<file path="config.mk">
export PLATFORM = sky130hd
export DESIGN_NAME = adc_scan_sequencer
export DESIGN_NICKNAME = d
export VERILOG_FILES = /design/src/rtl/adc_scan_sequencer.sv
export SDC_FILE = /design/constraint.sdc
export NUM_CORES = 1
export LEC_CHECK = 0
export BUFFER_PORTS_ARGS = -buffer_cell sky130_fd_sc_hd__buf_2
export CORE_AREA = 5 5 103 124
export DETAILED_ROUTE_END_ITERATION = 10
export DIE_AREA = 0 0 108 129
export HOLD_SLACK_MARGIN = 0.06
export PLACE_DENSITY = 0.49
export SKIP_CTS_REPAIR_TIMING = 1
export SLEW_MARGIN = 10
export SYNTH_ARGS = -nofsm -noshare
export SYNTH_HDL_FRONTEND = slang
export SYNTH_SLANG_ARGS = --single-unit
</file>
<file path="constraint.sdc">
create_clock -name clk -period 1.65 [get_ports clk]
set_input_delay 0.165 -clock clk [delete_from_list [all_inputs] [get_ports clk]]
set_output_delay 0.165 -clock clk [all_outputs]
set_load 0.005 [all_outputs]
</file>
<file path="src/rtl/adc_scan_sequencer.sv">
// Scan sequencer: steps the analog mux over enabled channels, waits the settle time,
// triggers one ADC conversion per channel and presents each tagged result on a valid/ready stream.
module adc_scan_sequencer #(
  parameter int DATA_W   = 16,
  parameter int SETTLE_W = 8
) (
  input  logic                clk,
  input  logic                rst,
  input  logic                start,
  input  logic [7:0]          chn_mask,
  input  logic [SETTLE_W-1:0] settle_cycles,
  output logic [2:0]          analog_mux_chn,
  output logic                conv_start,
  input  logic                conv_done,
  input  logic [DATA_W-1:0]   conv_data,
  output logic                res_valid,
  input  logic                res_ready,
  output logic [DATA_W-1:0]   res_data,
  output logic [2:0]          res_chn,
  output logic                busy,
  output logic                scan_done,
  output logic                overrun
);

  typedef enum logic [2:0] {
    S_IDLE, S_FIND, S_SETTLE, S_CONV, S_WAIT, S_OUT, S_DONE
  } state_t;

  localparam logic [SETTLE_W-1:0] SETTLE_ONE  = SETTLE_W'(1);
  localparam logic [SETTLE_W-1:0] SETTLE_ZERO = '0;

  state_t              state_q, state_d;
  logic [7:0]          mask_q, mask_d;
  logic [SETTLE_W-1:0] settle_q, settle_d;
  logic [SETTLE_W-1:0] cnt_q, cnt_d;
  logic [2:0]          idx_q, idx_d;
  logic [2:0]          mux_q, mux_d;
  logic                conv_start_q, conv_start_d;
  logic                res_valid_q, res_valid_d;
  logic [DATA_W-1:0]   res_data_q, res_data_d;
  logic [2:0]          res_chn_q, res_chn_d;
  logic                busy_q, busy_d;
  logic                scan_done_q, scan_done_d;
  logic                overrun_q, overrun_d;
  logic [3:0]          nxt;

  // Returns {found, channel}: lowest enabled channel at or above 'from'.
  function automatic logic [3:0] find_next(input logic [7:0] mask, input logic [2:0] from);
    logic [3:0] r;
    r = '0;
    for (int i = 7; i >= 0; i--) begin
      if (mask[i] && (i >= int'(from))) r = {1'b1, 3'(i)};
    end
    return r;
  endfunction

  assign nxt = find_next(mask_q, idx_q);

  always_comb begin
    state_d      = state_q;
    mask_d       = mask_q;
    settle_d     = settle_q;
    cnt_d        = cnt_q;
    idx_d        = idx_q;
    mux_d        = mux_q;
    conv_start_d = 1'b0;
    res_valid_d  = res_valid_q;
    res_data_d   = res_data_q;
    res_chn_d    = res_chn_q;
    busy_d       = busy_q;
    scan_done_d  = 1'b0;
    overrun_d    = overrun_q;

    // The scan_done cycle is already IDLE but still counts as busy for a new start.
    if (start && ((state_q != S_IDLE) || scan_done_q)) overrun_d = 1'b1;

    case (state_q)
      S_IDLE: begin
        if (start && !scan_done_q) begin
          mask_d   = chn_mask;
          settle_d = settle_cycles;
          idx_d    = 3'd0;
          busy_d   = 1'b1;
          state_d  = (chn_mask == 8'd0) ? S_DONE : S_FIND;
        end
      end
      S_FIND: begin
        if (nxt[3]) begin
          mux_d = nxt[2:0];
          cnt_d = settle_q;
          if (settle_q == SETTLE_ZERO) begin
            conv_start_d = 1'b1;
            state_d      = S_CONV;
          end else begin
            state_d = S_SETTLE;
          end
        end else begin
          state_d = S_DONE;
        end
      end
      S_SETTLE: begin
        cnt_d = cnt_q - SETTLE_ONE;
        if (cnt_q == SETTLE_ONE) begin
          conv_start_d = 1'b1;
          state_d      = S_CONV;
        end
      end
      S_CONV: state_d = S_WAIT;
      S_WAIT: begin
        if (conv_done) begin
          res_data_d  = conv_data;
          res_chn_d   = mux_q;
          res_valid_d = 1'b1;
          state_d     = S_OUT;
        end
      end
      S_OUT: begin
        if (res_ready) begin
          res_valid_d = 1'b0;
          if (mux_q == 3'd7) begin
            state_d = S_DONE;
          end else begin
            idx_d   = mux_q + 3'd1;
            state_d = S_FIND;
          end
        end
      end
      S_DONE: begin
        scan_done_d = 1'b1;
        busy_d      = 1'b0;
        state_d     = S_IDLE;
      end
      default: state_d = S_IDLE;
    endcase
  end

  always_ff @(posedge clk or posedge rst) begin
    if (rst) begin
      state_q      <= S_IDLE;
      mask_q       <= '0;
      settle_q     <= '0;
      cnt_q        <= '0;
      idx_q        <= '0;
      mux_q        <= '0;
      conv_start_q <= 1'b0;
      res_valid_q  <= 1'b0;
      res_data_q   <= '0;
      res_chn_q    <= '0;
      busy_q       <= 1'b0;
      scan_done_q  <= 1'b0;
      overrun_q    <= 1'b0;
    end else begin
      state_q      <= state_d;
      mask_q       <= mask_d;
      settle_q     <= settle_d;
      cnt_q        <= cnt_d;
      idx_q        <= idx_d;
      mux_q        <= mux_d;
      conv_start_q <= conv_start_d;
      res_valid_q  <= res_valid_d;
      res_data_q   <= res_data_d;
      res_chn_q    <= res_chn_d;
      busy_q       <= busy_d;
      scan_done_q  <= scan_done_d;
      overrun_q    <= overrun_d;
    end
  end

  assign analog_mux_chn = mux_q;
  assign conv_start     = conv_start_q;
  assign res_valid      = res_valid_q;
  assign res_data       = res_data_q;
  assign res_chn        = res_chn_q;
  assign busy           = busy_q;
  assign scan_done      = scan_done_q;
  assign overrun        = overrun_q;

endmodule

</file>
==> results of run 1 <==
==> cells by family after synthesis <==
| logic type | synth area share [%] |
|---|---|
| AOI/OAI and AO/OA | 13.4 |
| DFF | 51.6 |
| muxes | 14.3 |
| and+or+nand+nor | 15.4 |
| adders and majority gates | 1.81 |
| buffers and inverters | 3.57 |
==> layer usage <==
layer / up-vias / global-route usage, % / routed length [um]
met1: 1102 / 13.6 / 3210
met2: 54 / 16.8 / 3540
li1: 1159 / - / -
met4: 0 / 6.02 / 177
met3: 12 / 2.91 / 295
met5: - / 0 / 0
==> registers in the layout, indices dropped and copies added, names as in the netlist <==
register and count:
cnt_q 8, settle_q 8, res_data 16, scan_done 1, res_chn 3, busy 1, analog_mux_chn 3, res_valid 1
idx_q 3, conv_start 1, state_q 3, overrun 1, mask_q 8
==> area by class of cell <==
cell class              count  area [um^2]
flip-flops and latches     57         1430
clock buffers              11          233
inverters                  10         37.5
clock inverters             4         45.0
multi-input cells         170         1350
repair buffers            125          847
well taps                 157          196
fillers                  1205         7270
==> critical path, stage by stage (launching register included) <==
cell and delay [ns]:
sky130_fd_sc_hd__dfrtp_1 0.38, sky130_fd_sc_hd__inv_2 0.06, sky130_fd_sc_hd__ha_1 0.12, sky130_fd_sc_hd__nor3b_2 0.15, sky130_fd_sc_hd__nand3_1 0.12, sky130_fd_sc_hd__a2111o_1 0.46
sky130_fd_sc_hd__o32a_1 0.30
==> synth_stat cells (2+ instances only) <==
| cell | number | area (um^2) |
|---|---|---|
| sky130_fd_sc_hd__a221oi_1 | 2 | 17.5 |
| sky130_fd_sc_hd__nand2_1 | 20 | 75.1 |
| sky130_fd_sc_hd__nand3b_1 | 2 | 15.0 |
| sky130_fd_sc_hd__o21ai_1 | 2 | 10.0 |
| sky130_fd_sc_hd__buf_2 | 4 | 20.0 |
| sky130_fd_sc_hd__a2bb2oi_1 | 3 | 26.3 |
| sky130_fd_sc_hd__nor4_1 | 6 | 37.5 |
| sky130_fd_sc_hd__a21oi_1 | 11 | 55.1 |
| sky130_fd_sc_hd__nor2b_1 | 4 | 25.0 |
| sky130_fd_sc_hd__a22oi_1 | 2 | 15.0 |
| sky130_fd_sc_hd__o21ai_0 | 13 | 65.1 |
| sky130_fd_sc_hd__o31a_1 | 2 | 17.5 |
| sky130_fd_sc_hd__nand4_1 | 3 | 18.8 |
| sky130_fd_sc_hd__dfrtp_1 | 57 | 1430 |
| sky130_fd_sc_hd__nand3_1 | 6 | 30.0 |
| sky130_fd_sc_hd__buf_4 | 2 | 15.0 |
| sky130_fd_sc_hd__nor2_1 | 20 | 75.1 |
| sky130_fd_sc_hd__o211ai_1 | 3 | 22.5 |
| sky130_fd_sc_hd__inv_1 | 10 | 37.5 |
| sky130_fd_sc_hd__nor3_1 | 6 | 30.0 |
| sky130_fd_sc_hd__buf_6 | 2 | 22.5 |
| sky130_fd_sc_hd__a221o_1 | 2 | 20.0 |
| sky130_fd_sc_hd__ha_1 | 4 | 50.1 |
| sky130_fd_sc_hd__mux2_2 | 35 | 394 |
==> worst paths after layout <==
kind	to	cells after the start	startpoint
min reg2reg	overrun	1	overrun
min in group asynchronous	res_data[4]	3	rst
max in group asynchronous	idx_q[0]	4	rst
max reg2reg	state_q[2]	6	cnt_q[1]
max	state_q[2]	6	cnt_q[1]
min	settle_q[5]	2	settle_cycles[5]
==> per-stage QoR <==
stage	power (mW)	std cells	setup TNS, ns	hold slack, ns	util (%)
floorplan	4.25	246	0	0.303	-
global placement	5.68	509	-0.961	0.200	31.9
detailed placement	5.74	509	-1.16	0.202	31.9
CTS	7.55	524	-1.77	-0.151	34.3
global route	8.53	534	-1.17	0.0638	36.3
finish	7.90	534	-0.265	0.0653	36.3
==> power groups by stage <==
stage               Clock [mW]  Combinational (mW)  Sequential, mW
global route              1.88                4.00            2.65
CTS                       1.83                3.23            2.50
detailed placement           0                3.22            2.52
finish                    1.77                3.60            2.54
floorplan                    0                1.78            2.47
global placement             0                3.18            2.50
==> report_table.html, run 1 <==
<table>
<tr><th>Metric</th><th>Value</th></tr>
<tr><th colspan="2">Outcome</th></tr>
<tr><td>Result of the run</td><td>complete, but fails checks</td></tr>
<tr><td>Violations in the final reports</td><td>negative setup slack</td></tr>
<tr><th colspan="2">Power</th></tr>
<tr><td>Cell Int Power</td><td>5.24 mW</td></tr>
<tr><td>Clock power frac</td><td>22.3%</td></tr>
<tr><td>Worst voltage drop across the vdd grid</td><td>588 uV</td></tr>
<tr><td>Relative contribution of combinational cells to total power</td><td>45.5%</td></tr>
<tr><td>Power per cell area</td><td>1910 mW/mm^2</td></tr>
<tr><td>Static Leakage</td><td>1.91 nW</td></tr>
<tr><td>Portion of total power attributed to sequential cells</td><td>32.2%</td></tr>
<tr><td>NetSw</td><td>2.66 mW</td></tr>
<tr><td>Switching portion of total power</td><td>33.7%</td></tr>
<tr><th colspan="2">Timing</th></tr>
<tr><td>Max-slew violations</td><td>0</td></tr>
<tr><td>Hold violation total from the final report</td><td>0</td></tr>
<tr><td>Post-route worst setup slack</td><td>-0.0680 ns</td></tr>
<tr><td>Clock skew</td><td>0.00602 ns</td></tr>
<tr><td>Setup Viol. Count Final</td><td>7</td></tr>
<tr><td>Share of the cycle needed by the critical path after routing</td><td>104%</td></tr>
<tr><td>Setup repair after global routing missed its margin</td><td>true</td></tr>
<tr><td>F_max</td><td>582 MHz</td></tr>
<tr><td>Max-slew headroom</td><td>70.4%</td></tr>
<tr><td>Worst Max-Slew Pin Slew</td><td>0.440 ns</td></tr>
<tr><td>Final critical delay including setup and external delays</td><td>1.72 ns</td></tr>
<tr><th colspan="2">Synth</th></tr>
<tr><td>Syn_nets</td><td>287</td></tr>
<tr><td>Count of flip-flops with a built-in enable after synthesis</td><td>0</td></tr>
<tr><td>Post-Syn Area per Cell</td><td>11.2 um^2</td></tr>
<tr><td>Primary flip-flop cell chosen by synthesis mapping</td><td>sky130_fd_sc_hd__dfrtp_1</td></tr>
<tr><td>Number of synthesized register bits</td><td>57</td></tr>
<tr><td>Number of distinct library cell variants in the gate-level netlist after synthesis</td><td>49</td></tr>
<tr><td>Count of warnings emitted by yosys</td><td>0</td></tr>
<tr><td>Post-Syn Area</td><td>0.00277 mm^2</td></tr>
<tr><td>Fraction of the yosys area taken by sequential cells</td><td>51.6%</td></tr>
<tr><td>Async S/R FF share, synth</td><td>100%</td></tr>
<tr><td>Cell count after synthesis</td><td>246</td></tr>
<tr><th colspan="2">Global route</th></tr>
<tr><td>Largest net degree at the start of global routing</td><td>40</td></tr>
<tr><td>Via count of the first global-routing pass</td><td>2377</td></tr>
<tr><td>First-pass GRT wire length</td><td>11700 um</td></tr>
<tr><td>GRT Util Overall</td><td>10.8%</td></tr>
<tr><td>Initial antenna violation count</td><td>0</td></tr>
<tr><td>Leftover overflow at the end of global routing</td><td>0</td></tr>
<tr><th colspan="2">Clock tree</th></tr>
<tr><td>CTS buffer count</td><td>9</td></tr>
<tr><td>CTS tree</td><td>yes</td></tr>
<tr><td>Max clock buf depth</td><td>2</td></tr>
<tr><td>Number of levels the H-tree was split into</td><td>3</td></tr>
<tr><td>Worst-path clk slew</td><td>0.05 ns</td></tr>
<tr><td>Clock tree root driver cell</td><td>sky130_fd_sc_hd__clkbuf_16</td></tr>
<tr><td>Latest clock arrival within the worst-skew pair</td><td>0.33 ns</td></tr>
<tr><td>Clock sink count</td><td>57</td></tr>
<tr><th colspan="2">Route</th></tr>
<tr><td>Iter 0 DRT Violations</td><td>95</td></tr>
<tr><td>Via count</td><td>2327</td></tr>
<tr><td>DRC violations left</td><td>0</td></tr>
<tr><td>Routed wirelength normalized by instance count</td><td>13.5 um</td></tr>
<tr><td>Number of detailed-route iterations in the first pass</td><td>4</td></tr>
<tr><td>Number of routed nets with antenna violations</td><td>0</td></tr>
<tr><td>Final routed wirelength across all metal layers</td><td>7220 um</td></tr>
<tr><td>Ratio of routed vias to standard cells</td><td>4.36</td></tr>
<tr><th colspan="2">Placed design</th></tr>
<tr><td>Post-detailed-placement cell area</td><td>0.00364 mm^2</td></tr>
<tr><td>Routability cong.</td><td>0.833</td></tr>
<tr><td>Final HPWL from detailed placement</td><td>5330 um</td></tr>
<tr><td>Count of buffers from port buffering</td><td>63</td></tr>
<tr><td>Pre-CTS setup slack</td><td>-0.118 ns</td></tr>
<tr><th colspan="2">Min path</th></tr>
<tr><td>Worst Hold Class</td><td>in2reg</td></tr>
<tr><th colspan="2">Setup path</th></tr>
<tr><td>Capturing element type of the critical path</td><td>register</td></tr>
<tr><td>Kind of start point of the critical path</td><td>register</td></tr>
<tr><td>WP data arrival</td><td>1.93 ns</td></tr>
<tr><td>Required time at the worst-slack endpoint</td><td>1.86 ns</td></tr>
<tr><td>Highest fanout seen on the critical path</td><td>3</td></tr>
<tr><td>Register-to-register setup slack</td><td>-0.07 ns</td></tr>
<tr><td>Class of the most critical setup path</td><td>reg2reg</td></tr>
<tr><th colspan="2">Floorplanning</th></tr>
<tr><td>Die area</td><td>0.0139 mm^2</td></tr>
<tr><td>Area inside the core boundary</td><td>0.0114 mm^2</td></tr>
<tr><td>Height of the die</td><td>129 um</td></tr>
<tr><td>Placement Rows</td><td>43</td></tr>
<tr><td>Width of the die</td><td>108 um</td></tr>
<tr><td>Top-level I/O count</td><td>64</td></tr>
<tr><td>Initial Util</td><td>24.2%</td></tr>
<tr><th colspan="2">Run</th></tr>
<tr><td>Max-cap check violation count</td><td>0</td></tr>
<tr><th colspan="2">Cells and area</th></tr>
<tr><td>Post-route design area</td><td>0.00414 mm^2</td></tr>
<tr><td>Share of layout cells above drive strength 1</td><td>54.6%</td></tr>
<tr><td>Final layout net count</td><td>414</td></tr>
<tr><td>Antenna diodes</td><td>0</td></tr>
<tr><td>Commonest non-fill, non-tap cell in the layout</td><td>sky130_fd_sc_hd__buf_2</td></tr>
<tr><td>P&amp;R area growth vs syn</td><td>49.7%</td></tr>
<tr><td>Most frequent cells in the layout</td><td>63 x sky130_fd_sc_hd__buf_2, 53 x sky130_fd_sc_hd__dfrtp_1, 52 x sky130_fd_sc_hd__buf_4</td></tr>
</table>
Note: power is estimated with default switching activity, not from simulation.
==> inputs of run 2 (changes only) <==
--- a/config.mk
+++ b/config.mk
@@ -6,9 +6,9 @@
 export NUM_CORES = 1
 export LEC_CHECK = 0
 export BUFFER_PORTS_ARGS = -buffer_cell sky130_fd_sc_hd__buf_2
-export CORE_AREA = 5 5 103 124
+export CORE_AREA = 5 5 112 114
 export DETAILED_ROUTE_END_ITERATION = 10
-export DIE_AREA = 0 0 108 129
+export DIE_AREA = 0 0 117 119
 export HOLD_SLACK_MARGIN = 0.06
 export PLACE_DENSITY = 0.49
 export SKIP_CTS_REPAIR_TIMING = 1
==> run 2 against run 1 <==
Net effect: sequential cell count is the same; via count grew 0.73%; the run still ends with negative setup slack left; clock power rose by 20%; global-route usage decreased by 0.72 points; register-to-register slack is essentially flat.
==> report_table.html, run 2 (synthesized netlist as in run 1, its figures left out) <==
<table>
<tr><th>Metric</th><th>Value</th></tr>
<tr><th colspan="2">Clock tree</th></tr>
<tr><td>CTS buffer count</td><td>9</td></tr>
<tr><td>Worst-path clk slew</td><td>0.06 ns</td></tr>
<tr><td>Number of levels the H-tree was split into</td><td>3</td></tr>
<tr><td>CTS tree</td><td>yes</td></tr>
<tr><td>Max clock buf depth</td><td>2</td></tr>
<tr><td>Clock tree root driver cell</td><td>sky130_fd_sc_hd__clkbuf_16</td></tr>
<tr><td>Clock sink count</td><td>57</td></tr>
<tr><td>Latest clock arrival within the worst-skew pair</td><td>0.32 ns</td></tr>
<tr><th colspan="2">Cells and area</th></tr>
<tr><td>Most frequent cells in the layout</td><td>63 x sky130_fd_sc_hd__buf_2, 54 x sky130_fd_sc_hd__dfrtp_1, 49 x sky130_fd_sc_hd__buf_4</td></tr>
<tr><td>Final Core Density</td><td>35.7%</td></tr>
<tr><td>Share of layout cells above drive strength 1</td><td>51.2%</td></tr>
<tr><td>Post-route design area</td><td>0.00404 mm^2</td></tr>
<tr><td>Antenna diodes</td><td>0</td></tr>
<tr><td>Max FFs per register</td><td>16</td></tr>
<tr><td>Number of fillers in the final layout</td><td>1148</td></tr>
<tr><td>P&amp;R area growth vs syn</td><td>46.0%</td></tr>
<tr><td>Final layout net count</td><td>405</td></tr>
<tr><td>Commonest non-fill, non-tap cell in the layout</td><td>sky130_fd_sc_hd__buf_2</td></tr>
<tr><th colspan="2">Setup path</th></tr>
<tr><td>Critical path launch point</td><td>cnt_q[1]</td></tr>
<tr><td>Required time at the worst-slack endpoint</td><td>1.85 ns</td></tr>
<tr><td>Timing endpoint of the critical path</td><td>state_q[2]</td></tr>
<tr><td>CP cell instances</td><td>inv_2, ha_4, nor3b_4, nand3_2, a2111o_1, o32a_1</td></tr>
<tr><td>Largest incremental delay on the critical path</td><td>0.46 ns</td></tr>
<tr><td>Worst reg2reg path depth</td><td>6</td></tr>
<tr><td>Worst flop-to-flop path endpoint</td><td>state_q[2]</td></tr>
<tr><td>Class of the most critical setup path</td><td>reg2reg</td></tr>
<tr><td>Startpoint of the lowest-slack register-to-register path</td><td>cnt_q[1]</td></tr>
<tr><td>Capturing element type of the critical path</td><td>register</td></tr>
<tr><td>Register-to-register setup slack</td><td>-0.08 ns</td></tr>
<tr><td>Highest fanout seen on the critical path</td><td>3</td></tr>
<tr><td>Kind of start point of the critical path</td><td>register</td></tr>
<tr><td>Critical Path Slowest Stage Cell</td><td>sky130_fd_sc_hd__a2111o_1</td></tr>
<tr><td>WP data arrival</td><td>1.92 ns</td></tr>
<tr><th colspan="2">Floorplanning</th></tr>
<tr><td>Width of the die</td><td>117 um</td></tr>
<tr><td>Height of the die</td><td>119 um</td></tr>
<tr><td>Placement Rows</td><td>39</td></tr>
<tr><td>Die area</td><td>0.0139 mm^2</td></tr>
<tr><td>Top-level I/O count</td><td>64</td></tr>
<tr><td>Area inside the core boundary</td><td>0.0113 mm^2</td></tr>
<tr><td>Initial Util</td><td>24.4%</td></tr>
<tr><th colspan="2">Timing</th></tr>
<tr><td>Max-slew headroom</td><td>73.0%</td></tr>
<tr><td>Setup Viol. Count Final</td><td>6</td></tr>
<tr><td>Final critical delay including setup and external delays</td><td>1.73 ns</td></tr>
<tr><td>F_max</td><td>580 MHz</td></tr>
<tr><td>Max-slew violations</td><td>0</td></tr>
<tr><td>Clock skew</td><td>0.00988 ns</td></tr>
<tr><td>Post-route worst setup slack</td><td>-0.0754 ns</td></tr>
<tr><td>Setup repair after global routing missed its margin</td><td>true</td></tr>
<tr><td>Share of the cycle needed by the critical path after routing</td><td>105%</td></tr>
<tr><td>Hold violation total from the final report</td><td>0</td></tr>
<tr><td>Worst Max-Slew Pin Slew</td><td>0.404 ns</td></tr>
<tr><th colspan="2">Route</th></tr>
<tr><td>Final routed wirelength across all metal layers</td><td>6950 um</td></tr>
<tr><td>Ratio of routed vias to standard cells</td><td>4.58</td></tr>
<tr><td>Number of detailed-route iterations in the first pass</td><td>4</td></tr>
<tr><td>Iter 0 DRT Violations</td><td>74</td></tr>
<tr><td>Via count</td><td>2344</td></tr>
<tr><td>DRC violations left</td><td>0</td></tr>
<tr><td>Routed wirelength normalized by instance count</td><td>13.6 um</td></tr>
<tr><td>Number of routed nets with antenna violations</td><td>0</td></tr>
<tr><th colspan="2">Power</th></tr>
<tr><td>Power consumption</td><td>7.94 mW</td></tr>
<tr><td>Static Leakage</td><td>1.87 nW</td></tr>
<tr><td>Worst voltage drop across the vdd grid</td><td>625 uV</td></tr>
<tr><td>Power per cell area</td><td>1970 mW/mm^2</td></tr>
<tr><th colspan="2">Placed design</th></tr>
<tr><td>Post-detailed-placement cell area</td><td>0.00361 mm^2</td></tr>
<tr><td>Routability cong.</td><td>0.825</td></tr>
<tr><td>Final HPWL from detailed placement</td><td>5430 um</td></tr>
<tr><td>Count of buffers from port buffering</td><td>63</td></tr>
<tr><th colspan="2">Global route</th></tr>
<tr><td>Leftover overflow at the end of global routing</td><td>0</td></tr>
<tr><td>GRT Util Overall</td><td>10.1%</td></tr>
<tr><td>First-pass GRT wire length</td><td>11300 um</td></tr>
<tr><td>Initial antenna violation count</td><td>0</td></tr>
<tr><td>Via count of the first global-routing pass</td><td>2304</td></tr>
<tr><td>Largest net degree at the start of global routing</td><td>37</td></tr>
<tr><th colspan="2">Min path</th></tr>
<tr><td>Beginning of the worst hold path</td><td>settle_cycles[0]</td></tr>
<tr><td>Worst Hold Class</td><td>in2reg</td></tr>
<tr><th colspan="2">Outcome</th></tr>
<tr><td>Result of the run</td><td>complete, but fails checks</td></tr>
<tr><td>Violations in the final reports</td><td>negative setup slack</td></tr>
<tr><th colspan="2">Run</th></tr>
<tr><td>Max-cap check violation count</td><td>0</td></tr>
</table>
==> run 2: worst min-delay path by stage <==
stage,endpoint,slack [ns],depth (start not counted)
6_report,settle_q[0],0.07,2
5_1_grt,settle_q[3],0.06,2
4_1_cts,res_data[4],-0.23,2
3_5_place_dp,res_data[4],0.12,2
3_3_place_gp,res_data[4],0.11,2
2_1_floorplan,overrun,0.30,2
==> run 2: routing by layer <==
layer | vias up | track usage, % | share of wire [%]
li1 | 1139 | - | -
met1 | 1106 | 14.6 | 48
met2 | 84 | 14.4 | 43
met3 | 15 | 2.59 | 7.5
met4 | 0 | 3.87 | 1.6
met5 | - | 0 | 0
==> run 2: area by class of cell <==
cell class / instances / area (um^2) / share of cell area [%]
Clock buffer: 9 / 225 / 5.58
Clock inverter: 7 / 119 / 2.94
Inverter: 10 / 37.5 / 0.930
Multi-Input combinational cell: 170 / 1300 / 32.2
Sequential cell: 57 / 1430 / 35.4
Tap cell: 143 / 179 / 4.43
Timing Repair Buffer: 116 / 744 / 18.4
==> run 2: metrics by stage <==
step                TNS (ns)  cells  hold WS (ns)  setup slack, ns
floorplan                  0    246         0.303           0.0171
detailed placement    -0.680    494         0.116           -0.126
finish                -0.313    512        0.0745          -0.0754
global route           -2.43    512        0.0636           -0.186
CTS                    -1.31    510        -0.230           -0.141
global placement       -1.49    494         0.109          -0.0862
==> run 2: critical path, delay by kind of cell, from the launching register on <==
kind	cells	cell delay [ns]
AOI/OAI and AO/OA	2	0.75
DFF	1	0.38
and+or+nand+nor	2	0.28
adders and majority gates	1	0.12
buffers and inverters	1	0.08
==> run 2: power by group <==
part,internal (mW),switching (mW)
logic,1.83,1.46
registers,2.03,0.480
clock network,1.47,0.659
total,5.34,2.60
